**src/rtl/tick_prescaler.sv**
```systemverilog
// ---------------------------------------------------------------------------
// tick_prescaler
//   Programmable enable-tick generator feeding the `en` input of the 8-bit
//   up-counter stage. Emits one-cycle o_en_out pulses every (div+1) cycles,
//   either free-running (burst length 0) or for a fixed number of pulses,
//   after which o_done pulses once and the block returns to idle.
//
// Ports:
//   clk          in   rising-edge clock
//   rst_n        in   asynchronous active-low reset
//   i_cfg_div    in   divisor N, tick period is N+1 cycles
//   i_cfg_burst  in   burst length M, 0 = free-running
//   i_cfg_valid  in   configuration offered
//   o_cfg_ready  out  configuration accepted (high only while idle)
//   i_start      in   begin generating ticks (level, sampled each edge)
//   i_stop       in   abort generation (level, sampled each edge)
//   o_en_out     out  registered one-cycle tick
//   o_busy       out  high while generating ticks
//   o_done       out  registered one-cycle pulse after a burst completes
// ---------------------------------------------------------------------------
module tick_prescaler #(
  parameter int DIV_WIDTH   = 8,
  parameter int BURST_WIDTH = 8
) (
  input  logic                   clk,
  input  logic                   rst_n,
  input  logic [DIV_WIDTH-1:0]   i_cfg_div,
  input  logic [BURST_WIDTH-1:0] i_cfg_burst,
  input  logic                   i_cfg_valid,
  output logic                   o_cfg_ready,
  input  logic                   i_start,
  input  logic                   i_stop,
  output logic                   o_en_out,
  output logic                   o_busy,
  output logic                   o_done
);

  typedef enum logic [1:0] {
    ST_IDLE = 2'd0,
    ST_RUN  = 2'd1,
    ST_FIN  = 2'd2
  } state_t;

  localparam logic [BURST_WIDTH-1:0] BURST_ONE  = BURST_WIDTH'(1);
  localparam logic [BURST_WIDTH-1:0] BURST_ZERO = '0;

  state_t                 r_state;
  state_t                 w_state_next;
  logic [DIV_WIDTH-1:0]   r_div;
  logic [DIV_WIDTH-1:0]   w_div_next;
  logic [BURST_WIDTH-1:0] r_burst;
  logic [BURST_WIDTH-1:0] w_burst_next;
  logic [DIV_WIDTH-1:0]   r_pre_cnt;
  logic [DIV_WIDTH-1:0]   w_pre_cnt_next;
  logic [BURST_WIDTH-1:0] r_pulse_cnt;
  logic [BURST_WIDTH-1:0] w_pulse_cnt_next;
  logic                   r_en_out;
  logic                   w_en_out_next;
  logic                   r_done;
  logic                   w_done_next;

  logic w_tick;
  logic w_last;
  logic w_go;

  // A tick is due when the prescaler has counted up to the divisor.
  assign w_tick = (r_pre_cnt == r_div);
  // The pulse about to be emitted is the final one of a finite burst.
  assign w_last = (r_burst != BURST_ZERO) && (r_pulse_cnt == (r_burst - BURST_ONE));
  // stop has priority over start when both are sampled high.
  assign w_go   = i_start && !i_stop;

  // -------------------------------------------------------------------------
  // State register
  // -------------------------------------------------------------------------
  always_ff @(posedge clk or negedge rst_n) begin
    if (!rst_n) begin
      r_state <= ST_IDLE;
    end else begin
      r_state <= w_state_next;
    end
  end

  // -------------------------------------------------------------------------
  // Next-state logic
  // -------------------------------------------------------------------------
  always_comb begin
    w_state_next = r_state;
    case (r_state)
      ST_IDLE: if (w_go) w_state_next = ST_RUN;
      ST_RUN: begin
        if (i_stop) begin
          w_state_next = ST_IDLE;
        end else if (w_tick && w_last) begin
          w_state_next = ST_FIN;
        end
      end
      ST_FIN:  w_state_next = ST_IDLE;
      default: w_state_next = ST_IDLE;
    endcase
  end

  // -------------------------------------------------------------------------
  // Output / datapath logic (next values for the registered outputs)
  // -------------------------------------------------------------------------
  always_comb begin
    w_div_next       = r_div;
    w_burst_next     = r_burst;
    w_pre_cnt_next   = r_pre_cnt;
    w_pulse_cnt_next = r_pulse_cnt;
    w_en_out_next    = 1'b0;
    w_done_next      = 1'b0;
    case (r_state)
      ST_IDLE: begin
        if (i_cfg_valid) begin
          w_div_next   = i_cfg_div;
          w_burst_next = i_cfg_burst;
        end
        if (w_go) begin
          w_pre_cnt_next   = '0;
          w_pulse_cnt_next = '0;
        end
      end
      ST_RUN: begin
        if (i_stop) begin
          // Abort suppresses any tick that would have fired on this edge.
          w_pre_cnt_next   = '0;
          w_pulse_cnt_next = '0;
        end else if (w_tick) begin
          w_pre_cnt_next   = '0;
          w_en_out_next    = 1'b1;
          w_pulse_cnt_next = r_pulse_cnt + BURST_ONE;
        end else begin
          w_pre_cnt_next   = r_pre_cnt + DIV_WIDTH'(1);
        end
      end
      ST_FIN:  w_done_next = 1'b1;
      default: ;
    endcase
  end

  always_ff @(posedge clk or negedge rst_n) begin
    if (!rst_n) begin
      r_div       <= '0;
      r_burst     <= '0;
      r_pre_cnt   <= '0;
      r_pulse_cnt <= '0;
      r_en_out    <= 1'b0;
      r_done      <= 1'b0;
    end else begin
      r_div       <= w_div_next;
      r_burst     <= w_burst_next;
      r_pre_cnt   <= w_pre_cnt_next;
      r_pulse_cnt <= w_pulse_cnt_next;
      r_en_out    <= w_en_out_next;
      r_done      <= w_done_next;
    end
  end

  assign o_cfg_ready = (r_state == ST_IDLE);
  assign o_busy      = (r_state == ST_RUN);
  assign o_en_out    = r_en_out;
  assign o_done      = r_done;

endmodule

```
**config.mk**
```make
export PLATFORM = sky130hd
export DESIGN_NAME = tick_prescaler
export DESIGN_NICKNAME = d
export VERILOG_FILES = /design/src/rtl/tick_prescaler.sv
export SDC_FILE = /design/constraint.sdc
export NUM_CORES = 1
export LEC_CHECK = 0
export ABC_AREA = 1
export CORE_UTILIZATION = 25
export CTS_BUF_LIST = sky130_fd_sc_hd__clkbuf_4 sky130_fd_sc_hd__clkbuf_8 sky130_fd_sc_hd__clkbuf_16
export DETAILED_ROUTE_END_ITERATION = 10
export RECOVER_POWER = 25
export SYNTH_ARGS = -nofsm -noshare
export SYNTH_HDL_FRONTEND = slang
export SYNTH_SLANG_ARGS = --single-unit
```
**constraint.sdc**
```tcl
create_clock -name clk -period 1.85 [get_ports clk]
set_clock_uncertainty 0.2 [all_clocks]
set_input_delay 0.2775 -clock clk [delete_from_list [all_inputs] [get_ports clk]]
set_output_delay 0.2775 -clock clk [all_outputs]
set_load 0.05 [all_outputs]
```
==> flow_summary.json, run 1 <==
{
  "die_y_um": 94.0,
  "syn_inst": 282,
  "synth_compound_area_share_pct": 7.68,
  "tightest_slew_ns": 0.917,
  "synth.distinct_cells": 26,
  "synth_top_area_cell": "dfrtp_1",
  "fp-row-count": 33,
  "slew_headroom_pct": 38.9,
  "synth_xor_area_share_pct": 5.61,
  "seq_area_frac_synth_pct": 42.6,
  "synthMuxAreaShare_pct": 1.06,
  "grt_pass1_wl_um": 7590,
  "routed_wl_um": 4570,
  "layout_min_cycle_time_ns": 1.77,
  "numCtsBuffers": 5,
  "wire_per_inst_um": 10.6,
  "pwr-share-seq_pct": 44.4,
  "die_area_um2": 8840,
  "final_nets": 352,
  "status": "finished, final reports clean",
  "whs_ns": 0.300,
  "viasPerCell": 4.24,
  "clock.fmax_ghz": 0.564,
  "path_class": "reg2reg",
  "syn-num-nets": 307,
  "clock-sinks": 36,
  "synthSimpleGateAreaFrac_pct": 31.3,
  "clockBufferDepth": 2,
  "hold_start": "r_state[0]",
  "final_common_cell": "nand2_1",
  "rrSetupSlack_ns": 0.08,
  "drive_gt1_share_pct": 16.8,
  "setup_viol": 0,
  "cts_tree": "built",
  "internal_power_mw": 1.42,
  "comb_power_share_pct": 25.2,
  "finalCritPeriodShare_pct": 95.8,
  "maxCapViolations": 0,
  "synthesis.area_um2": 2120,
  "critPathLaunch": "r_burst[1]",
  "io_pins": 25,
  "globalplace.congestion": 0.812,
  "grt_usage_pct": 11.1,
  "synth.avg_cell_area_um2": 7.51,
  "crit_family": "simple AND/OR/NAND/NOR gates",
  "htreeDepth": 2,
  "drt_iter0_markers": 105,
  "critPathMaxStageDelay_ns": 0.39,
  "p_leak_nw": 1.28,
  "synth_top_cell_area_share_pct": 42.6,
  "post-dp-hpwl_um": 3410,
  "p_switching_mw": 0.610,
  "report.final.slew_viol_count": 0,
  "drc": 0,
  "dr_total_vias": 1838,
  "core_area_um2": 8220,
  "yosys.area_share.adder_pct": 2.36,
  "num_antenna_cells": 0,
  "p_sw_share_pct": 30.0,
  "firstDrtPassIters": 4,
  "final_antenna_net_count": 0,
  "rsz0062_at_grt": "yes",
  "yosys_register_bits": 36,
  "cp_cell_sequence": "buf_4 > nor2_1 > nand2_1 > o21ai_0 > nand3_1 > nor2_1 > nand3_2 > nand2_1 > nand2_1",
  "vdd.ir_drop.worst_v": 0.000310,
  "start_kind": "flip-flop",
  "arrival_ns": 1.75,
  "rr_startpoint": "r_burst[1]",
  "path_clk_slew_ns": 0.07,
  "grt_pass1_vias": 1718,
  "yosysWarnings": 0,
  "hold_class": "reg2reg",
  "cpMaxStageDelayCell": "dfrtp_1",
  "grt_max_degree": 37,
  "netlist_top_cells_area": "dfrtp_1, nand2_1, nor2_1",
  "overflow": 0,
  "p_per_area_nw_per_um2": 741,
  "worstPathMaxFanout": 3,
  "placed_cell_area_um2": 2590,
  "placement.io_buffers": 24,
  "antenna_found_initial": 0,
  "start_util_pct": 25.8,
  "clk_latency_ns": 0.29,
  "fillers": 857,
  "hold_viol_final": 0,
  "synth_top_family_by_area": "simple AND/OR/NAND/NOR gates",
  "dieWidth_um": 94.0,
  "setup.worst_path.end_class": "flip-flop",
  "critPathRequiredTime_ns": 1.83,
  "cts_root_buffer": "clkbuf_8",
  "final_area_um2": 2750,
  "pwr-share-clk_pct": 30.4,
  "crit_top_cell": "nand2_1",
  "layout_common_cells": "nand2_1, nor2_1, inv_1",
  "worstPathBufferInverterCount": 1,
  "syn2layout_area_growth_pct": 29.7
}
-- area by class of cell --
class / instances / area [um^2] / share of cell area [%]
flip-flops and latches: 36 / 901 / 32.8
multi-input cells: 198 / 1040 / 38.0
repair buffers: 43 / 412 / 15.0
inverters: 43 / 161 / 5.88
clock buffers: 8 / 97.6 / 3.56
well taps: 105 / 131 / 4.79
-- worst paths after layout --
kind / end / cells past startpoint
setup / recovery: r_state[0] / 9
hold / removal: o_done / 1
setup reg to reg: r_state[0] / 9
hold reg to reg: o_done / 1
max in group asynchronous: r_burst[7] / 2
min in group asynchronous: r_burst[5] / 2
-- layer usage --
layer,global-route usage (%),vias to the layer above,wire length [um],share of wire (%)
li1,-,965,-,-
met1,14.4,828,2160,47
met2,17.6,40,2090,46
met3,2.35,5,266,5.8
met4,4.62,0,55,1.2
met5,0,-,0,0
-- cells by family (layout without fill, tap and decap cells) --
group                    Yosys count  after routing
buffers and inverters             48             94
multiplexers                       2              2
AO/OA/AOI/OAI                     28             28
AND/OR/NAND/NOR                  152            152
adder cells (fa/ha/maj)            4              4
XOR/XNOR                          12             12
flip-flops                        36             36
-- power groups by stage --
stage | clock [mW] | sequential [mW] | combinational (mW)
3_3_place_gp | 0 | 0.918 | 0.470
4_1_cts | 0.630 | 0.903 | 0.479
2_1_floorplan | 0 | 0.908 | 0.303
6_report | 0.618 | 0.904 | 0.512
3_5_place_dp | 0 | 0.918 | 0.476
5_1_grt | 0.666 | 0.913 | 0.578
-- state kept, by name, summed over array words and instances, names as in the netlist --
name and count:
r_burst 8, r_div 8, r_pre_cnt 8, r_pulse_cnt 8
r_state 2, o_done 1, o_en_out 1
-- worst reg2reg max path, delay by kind of cell, from the launching register on --
| kind | cells | cell delay, ns |
|---|---|---|
| AND/OR/NAND/NOR | 7 | 0.77 |
| flip-flops | 1 | 0.39 |
| AO/OA/AOI/OAI | 1 | 0.18 |
| buffers and inverters | 1 | 0.13 |
-- synth_stat cells --
master / number
nor2_8: 1
buf_2: 2
o21ai_0: 7
nor3b_1: 1
xnor3_1: 1
nand4_1: 3
nor3_1: 9
nor3_2: 2
buf_12: 1
nand2_1: 69
xor2_1: 9
a21oi_1: 15
clkbuf_1: 1
buf_1: 1
dfrtp_1: 36
xnor2_1: 2
ha_1: 4
o21ai_2: 5
o2bb2ai_1: 1
nand3_1: 17
inv_2: 1
inv_1: 42
nand2_2: 2
nor2_1: 46
mux2_2: 2
nor2_4: 2
-- through the flow --
step	instances	total power, mW	TNS (ns)	util, %	worst slack, ns
finish	433	2.03	0	33.4	0.0784
global route	433	2.16	-0.0865	33.4	-0.0725
detailed placement	419	1.39	-0.0497	31.5	-0.0204
global placement	419	1.39	0	31.5	0.00376
CTS	427	2.01	0	32.7	0.0214
floorplan	282	1.21	0	-	0.0229
-- what timing repair did --
item                                    CTS  global route
endpoints found under the setup margin    0             7
setup buffers                             0             6
hold endpoints to repair                  0             0
hold buffers                              0             0
gates resized for setup                   0             9
(Power assumes the default switching activity.)
==> run 2, diff against run 1 <==
--- a/config.mk
+++ b/config.mk
@@ -9,6 +9,7 @@
 export CORE_UTILIZATION = 25
 export CTS_BUF_LIST = sky130_fd_sc_hd__clkbuf_4 sky130_fd_sc_hd__clkbuf_8 sky130_fd_sc_hd__clkbuf_16
 export DETAILED_ROUTE_END_ITERATION = 10
+export PLACE_DENSITY_LB_ADDON = 0.2
 export RECOVER_POWER = 25
 export SYNTH_ARGS = -nofsm -noshare
 export SYNTH_HDL_FRONTEND = slang
==> run 2 against run 1 <==
Effect of this change:
- register-to-register slack worse by 0.02 ns
- sequential share of layout area down 0.89 points
- hold slack worse by 0.012 ns
- critical endpoint unchanged
- wire length up 7.1%
- via count about the same
- count of clock-buffer cells in the layout unchanged
- clock power about the same
- global-route usage up 0.99 points
- maximum frequency down 1.3%
- sequential power up 0.4%
- core utilization up 0.93 points
==> flow_summary.json, run 2 (synthesis gave the netlist of run 1 again) <==
{
  "min_to": "o_done",
  "finalCritPeriodShare_pct": 97.1,
  "hold_depth": 1,
  "routed_wl_um": 4900,
  "syn2layout_area_growth_pct": 33.3,
  "cp_cell_sequence": "buf_4 > nor2_1 > nand2_1 > nand2_1 > nand2_1 > xor2_1 > nor2_1 > nand3_2 > nand2_1 > nand2_1",
  "io_pins": 25,
  "hold_class": "reg2reg",
  "rr_startpoint": "r_burst[1]",
  "globalplace.congestion": 0.775,
  "rrSetupSlack_ns": 0.05,
  "drc": 0,
  "report.final.slew_viol_count": 0,
  "dieWidth_um": 94.0,
  "whs_ns": 0.288,
  "drt_iter0_markers": 76,
  "grt_max_degree": 37,
  "worstPathMaxFanout": 3,
  "final_nets": 356,
  "die_y_um": 94.0,
  "final_antenna_net_count": 0,
  "clk_latency_ns": 0.29,
  "clock.fmax_ghz": 0.557,
  "dr_total_vias": 1837,
  "clock-sinks": 36,
  "hold_start": "r_state[0]",
  "placement.io_buffers": 24,
  "start_kind": "flip-flop",
  "maxCapViolations": 0,
  "wire_per_inst_um": 11.2,
  "fp-row-count": 33,
  "final_common_cell": "nand2_1",
  "layout_min_cycle_time_ns": 1.80,
  "overflow": 0,
  "tightest_slew_ns": 0.965,
  "fin_cells": 437,
  "setup.worst_path.end_class": "flip-flop",
  "cts_tree": "built",
  "grt_pass1_vias": 1581,
  "dp_cells": 420,
  "slew_headroom_pct": 35.6,
  "grt_pass1_wl_um": 7910,
  "vdd.ir_drop.worst_v": 0.000300,
  "utilization_pct": 34.3,
  "grt_usage_pct": 12.0,
  "drive_gt1_share_pct": 19.9,
  "numCtsBuffers": 5,
  "clockBufferDepth": 2,
  "critPathMaxStageDelay_ns": 0.39,
  "setup_viol": 0,
  "path_clk_slew_ns": 0.07,
  "core_area_um2": 8220,
  "dp_slack_ns": -0.0254,
  "cts_root_buffer": "clkbuf_8",
  "final_area_um2": 2820,
  "antenna_found_initial": 0,
  "layout_common_cells": "nand2_1, nor2_1, inv_1, dfrtp_1, clkdlybuf4s50_1",
  "start_util_pct": 25.8,
  "status": "finished, final reports clean",
  "post-dp-hpwl_um": 3590,
  "path_class": "reg2reg",
  "r2r.worst_path.cells": 10,
  "hold_viol_final": 0,
  "firstDrtPassIters": 4,
  "reg2reg_to": "r_state[0]",
  "critPathRequiredTime_ns": 1.83,
  "fillers": 878,
  "crit_top_cell": "nand2_1",
  "num_antenna_cells": 0,
  "die_area_um2": 8840,
  "viasPerCell": 4.20,
  "worst_slack_ns": 0.0546,
  "htreeDepth": 2,
  "p_leak_nw": 1.31,
  "cpMaxStageDelayCell": "dfrtp_1",
  "arrival_ns": 1.78,
  "placed_cell_area_um2": 2590,
  "p_per_area_nw_per_um2": 737,
  "rsz0062_at_grt": "yes"
}
[run 2: cell types whose count changed in the layout (fill, tap and decap cells not counted), moves of 2 or more]
cell / change
inv_1: -2
nor2_2: +2
nor2_1: -2
inv_2: +2
[run 2: stage by stage]
stage               power, mW  TNS (ns)
detailed placement       1.41   -0.0483
global placement         1.41  -0.00641
CTS                      2.04         0
global route             2.20   -0.0815
finish                   2.08         0
floorplan                1.21         0
[run 2: cell type report]
class	instances	area [um^2]	share of cell area, %
Timing Repair Buffer	47	473	16.8
Clock buffer	8	97.6	3.46
Sequential cell	36	901	31.9
Tap cell	105	131	4.66
Inverter	43	161	5.72
Multi-Input combinational cell	198	1060	37.5
[run 2: timing repair]
item | in CTS | in global routing
hold endpoints to repair | 36 | 0
gates resized for setup | 0 | 18
endpoints found under the setup margin | 0 | 16
buffers inserted | 0 | 7
hold buffers | 1 | 0
[run 2: worst max path at each step]
stage | startpoint | end | slack [ns] | cells past startpoint
2_1_floorplan | r_state[0] | r_burst[3] | 0.02 | 5
3_3_place_gp | i_stop | r_pre_cnt[4] | -0.006 | 9
3_5_place_dp | i_stop | r_pre_cnt[4] | -0.03 | 9
4_1_cts | r_state[1] | o_busy | 0.05 | 5
5_1_grt | r_burst[1] | r_state[0] | -0.06 | 13
6_report | r_burst[1] | r_state[0] | 0.05 | 10
[run 2: worst max-delay path: cells and delay by family, from the launching register on]
kind | cells | cell delay [ns]
xor+xnor | 1 | 0.14
simple gates | 8 | 0.82
flops | 1 | 0.39
buf+inv | 1 | 0.13
[run 2: metal layers]
layer	part of all wire [%]	up-vias	GRT usage, %
met1	55	825	18.2
met2	40	35	16.4
li1	-	970	-
met4	1.3	0	4.23
met5	0	-	0
met3	3.6	7	2.75
[run 2: report_power, final]
group / leakage (nW) / internal (mW) / switching [mW]
sequential: 0.454 / 0.854 / 0.0543
combinational: 0.806 / 0.260 / 0.293
clock: 0.0523 / 0.333 / 0.286
==> run 3, diff against run 2 <==
--- a/config.mk
+++ b/config.mk
@@ -9,6 +9,7 @@
 export CORE_UTILIZATION = 25
 export CTS_BUF_LIST = sky130_fd_sc_hd__clkbuf_4 sky130_fd_sc_hd__clkbuf_8 sky130_fd_sc_hd__clkbuf_16
 export DETAILED_ROUTE_END_ITERATION = 10
+export DONT_BUFFER_PORTS = 1
 export PLACE_DENSITY_LB_ADDON = 0.2
 export RECOVER_POWER = 25
 export SYNTH_ARGS = -nofsm -noshare
==> run 3 against run 2 <==
Effect of this change:
- sequential power is 0.4% higher
- register-to-register slack about the same
- combinational power shrank 6.2%
- die area unchanged
- clock power increased by 15%
- power increased by 2.9%
- sequential share of layout area is 1.5 points higher
- design area shrank 4.2%
- critical path depth grew 3
- largest power group unchanged
- first-iteration DRC count shrank 26%
- flip-flop and latch count did not move
- core utilization decreased by 1.4 points
==> flow_summary.json, run 3 (synthesis gave the netlist of run 1 again) <==
{
  "clock-sinks": 36,
  "final_common_cell": "nand2_1",
  "antenna_found_initial": 0,
  "grt_max_degree": 37,
  "firstDrtPassIters": 4,
  "grt_pass1_vias": 1724,
  "clock.fmax_ghz": 0.560,
  "critPathRequiredTime_ns": 1.83,
  "dieWidth_um": 94.0,
  "cts_tree": "built",
  "power_mw": 2.14,
  "fp-row-count": 33,
  "worstPathMaxFanout": 4,
  "die_y_um": 94.0,
  "path_class": "reg2reg",
  "report.final.slew_viol_count": 0,
  "io_pins": 25,
  "core_area_um2": 8220,
  "start_util_pct": 25.8,
  "path_clk_slew_ns": 0.07,
  "cpMaxStageDelayCell": "dfrtp_1",
  "multi_input_area_um2": 1060,
  "drive_gt1_share_pct": 17.4,
  "die_area_um2": 8840,
  "maxCapViolations": 0,
  "dr_total_vias": 1798,
  "setup_viol": 0,
  "start_kind": "flip-flop",
  "tightest_slew_ns": 0.941,
  "clk_latency_ns": 0.29,
  "htreeDepth": 2,
  "wire_per_inst_um": 12.0,
  "overflow": 0,
  "syn2layout_area_growth_pct": 27.7,
  "hold_class": "in2reg",
  "critPathMaxStageDelay_ns": 0.37,
  "p_per_area_nw_per_um2": 792,
  "setup.worst_path.end_class": "flip-flop",
  "status": "finished, final reports clean",
  "seqCellArea_um2": 902,
  "hold_viol_final": 0,
  "placement.io_buffers": 0,
  "viasPerCell": 4.26,
  "routed_wl_um": 5050,
  "arrival_ns": 1.77,
  "cp_cell_sequence": "inv_2 > ha_4 > inv_2 > nand2_2 > nand2_2 > nor2_1 > nand2_1 > nor2_2 > nand2_1 > nor2_1 > nand3_1 > nand2_1 > nand2_1",
  "clockBufferDepth": 2,
  "layout_common_cells": "nand2_1, nor2_1, inv_1",
  "worstPathBufferInverterCount": 2,
  "num_antenna_cells": 0,
  "fin_cells": 422,
  "slew_headroom_pct": 37.3,
  "grt_pass1_wl_um": 8470,
  "drt_iter0_markers": 56,
  "post-dp-hpwl_um": 3560,
  "fillers": 867,
  "vdd.ir_drop.worst_v": 0.000351,
  "rsz0062_at_grt": "yes",
  "tns_ns": 0,
  "numCtsBuffers": 5,
  "drc": 0,
  "final_antenna_net_count": 0,
  "final_nets": 341,
  "globalplace.congestion": 0.844,
  "crit_top_cell": "nand2_1",
  "layout_min_cycle_time_ns": 1.78,
  "dp_cells": 388,
  "cts_root_buffer": "clkbuf_8",
  "p_leak_nw": 1.24,
  "finalCritPeriodShare_pct": 96.5,
  "crit_family": "simple AND/OR/NAND/NOR gates",
  "grt_usage_pct": 12.6
}
==> run 3: area by class of cell <==
class,instances,area share (%)
clock buffers,5,2.55
clock inverters,3,1.57
inverters,43,6.11
multi-input cells,198,39.1
flip-flops and latches,36,33.4
well taps,105,4.86
repair buffers,32,12.4
==> run 3: timing repair <==
| item | in CTS | in global routing |
|---|---|---|
| pin swaps | 1 | 7 |
| cloned | 0 | 1 |
| endpoints found under the setup margin | 3 | 15 |
| gates resized for setup | 3 | 17 |
| hold buffers | 20 | 0 |
| setup buffers | 3 | 2 |
| endpoints found under the hold margin | 58 | 0 |
==> run 3: path summary, 6_finish.rpt <==
check                            from            to  slack [ns]  cells after the start
max                        r_burst[0]    r_state[0]        0.07                     13
min                            i_stop    r_state[0]        0.03                      3
max reg2reg                r_burst[0]    r_state[0]        0.07                     13
min reg2reg                r_state[0]        o_done        0.30                      1
max in group asynchronous       rst_n  r_pre_cnt[2]        0.34                      2
min in group asynchronous       rst_n      o_en_out        0.47                      2
==> run 3: routing by layer <==
| metal | GRT usage (%) | part of all wire (%) |
|---|---|---|
| met5 | 0 | 0 |
| met4 | 4.87 | 2.1 |
| met3 | 2.75 | 4.0 |
| met2 | 18.1 | 41 |
| met1 | 18.2 | 52 |
==> run 3: power by group <==
part	switching, mW	internal, mW
registers	0.0584	0.853
logic	0.295	0.224
clock network	0.310	0.399
==> run 3: worst register-to-register path: cells and delay by family (launching register included) <==
kind	cells	cell delay [ns]
simple gates	10	0.70
flops	1	0.37
fa+ha+maj	1	0.28
buf+inv	2	0.12
==> run 3: through the flow <==
step	setup slack [ns]	utilization [%]	hold slack [ns]	cell area, um^2
2_1_floorplan	0.0229	-	-0.218	2120
3_3_place_gp	0.00956	27.6	-0.217	2270
3_5_place_dp	0.00448	27.6	-0.216	2270
4_1_cts	0.00776	32.2	0.00502	2640
5_1_grt	-0.0720	32.9	0.0298	2700
6_report	0.0653	32.9	0.0271	2700
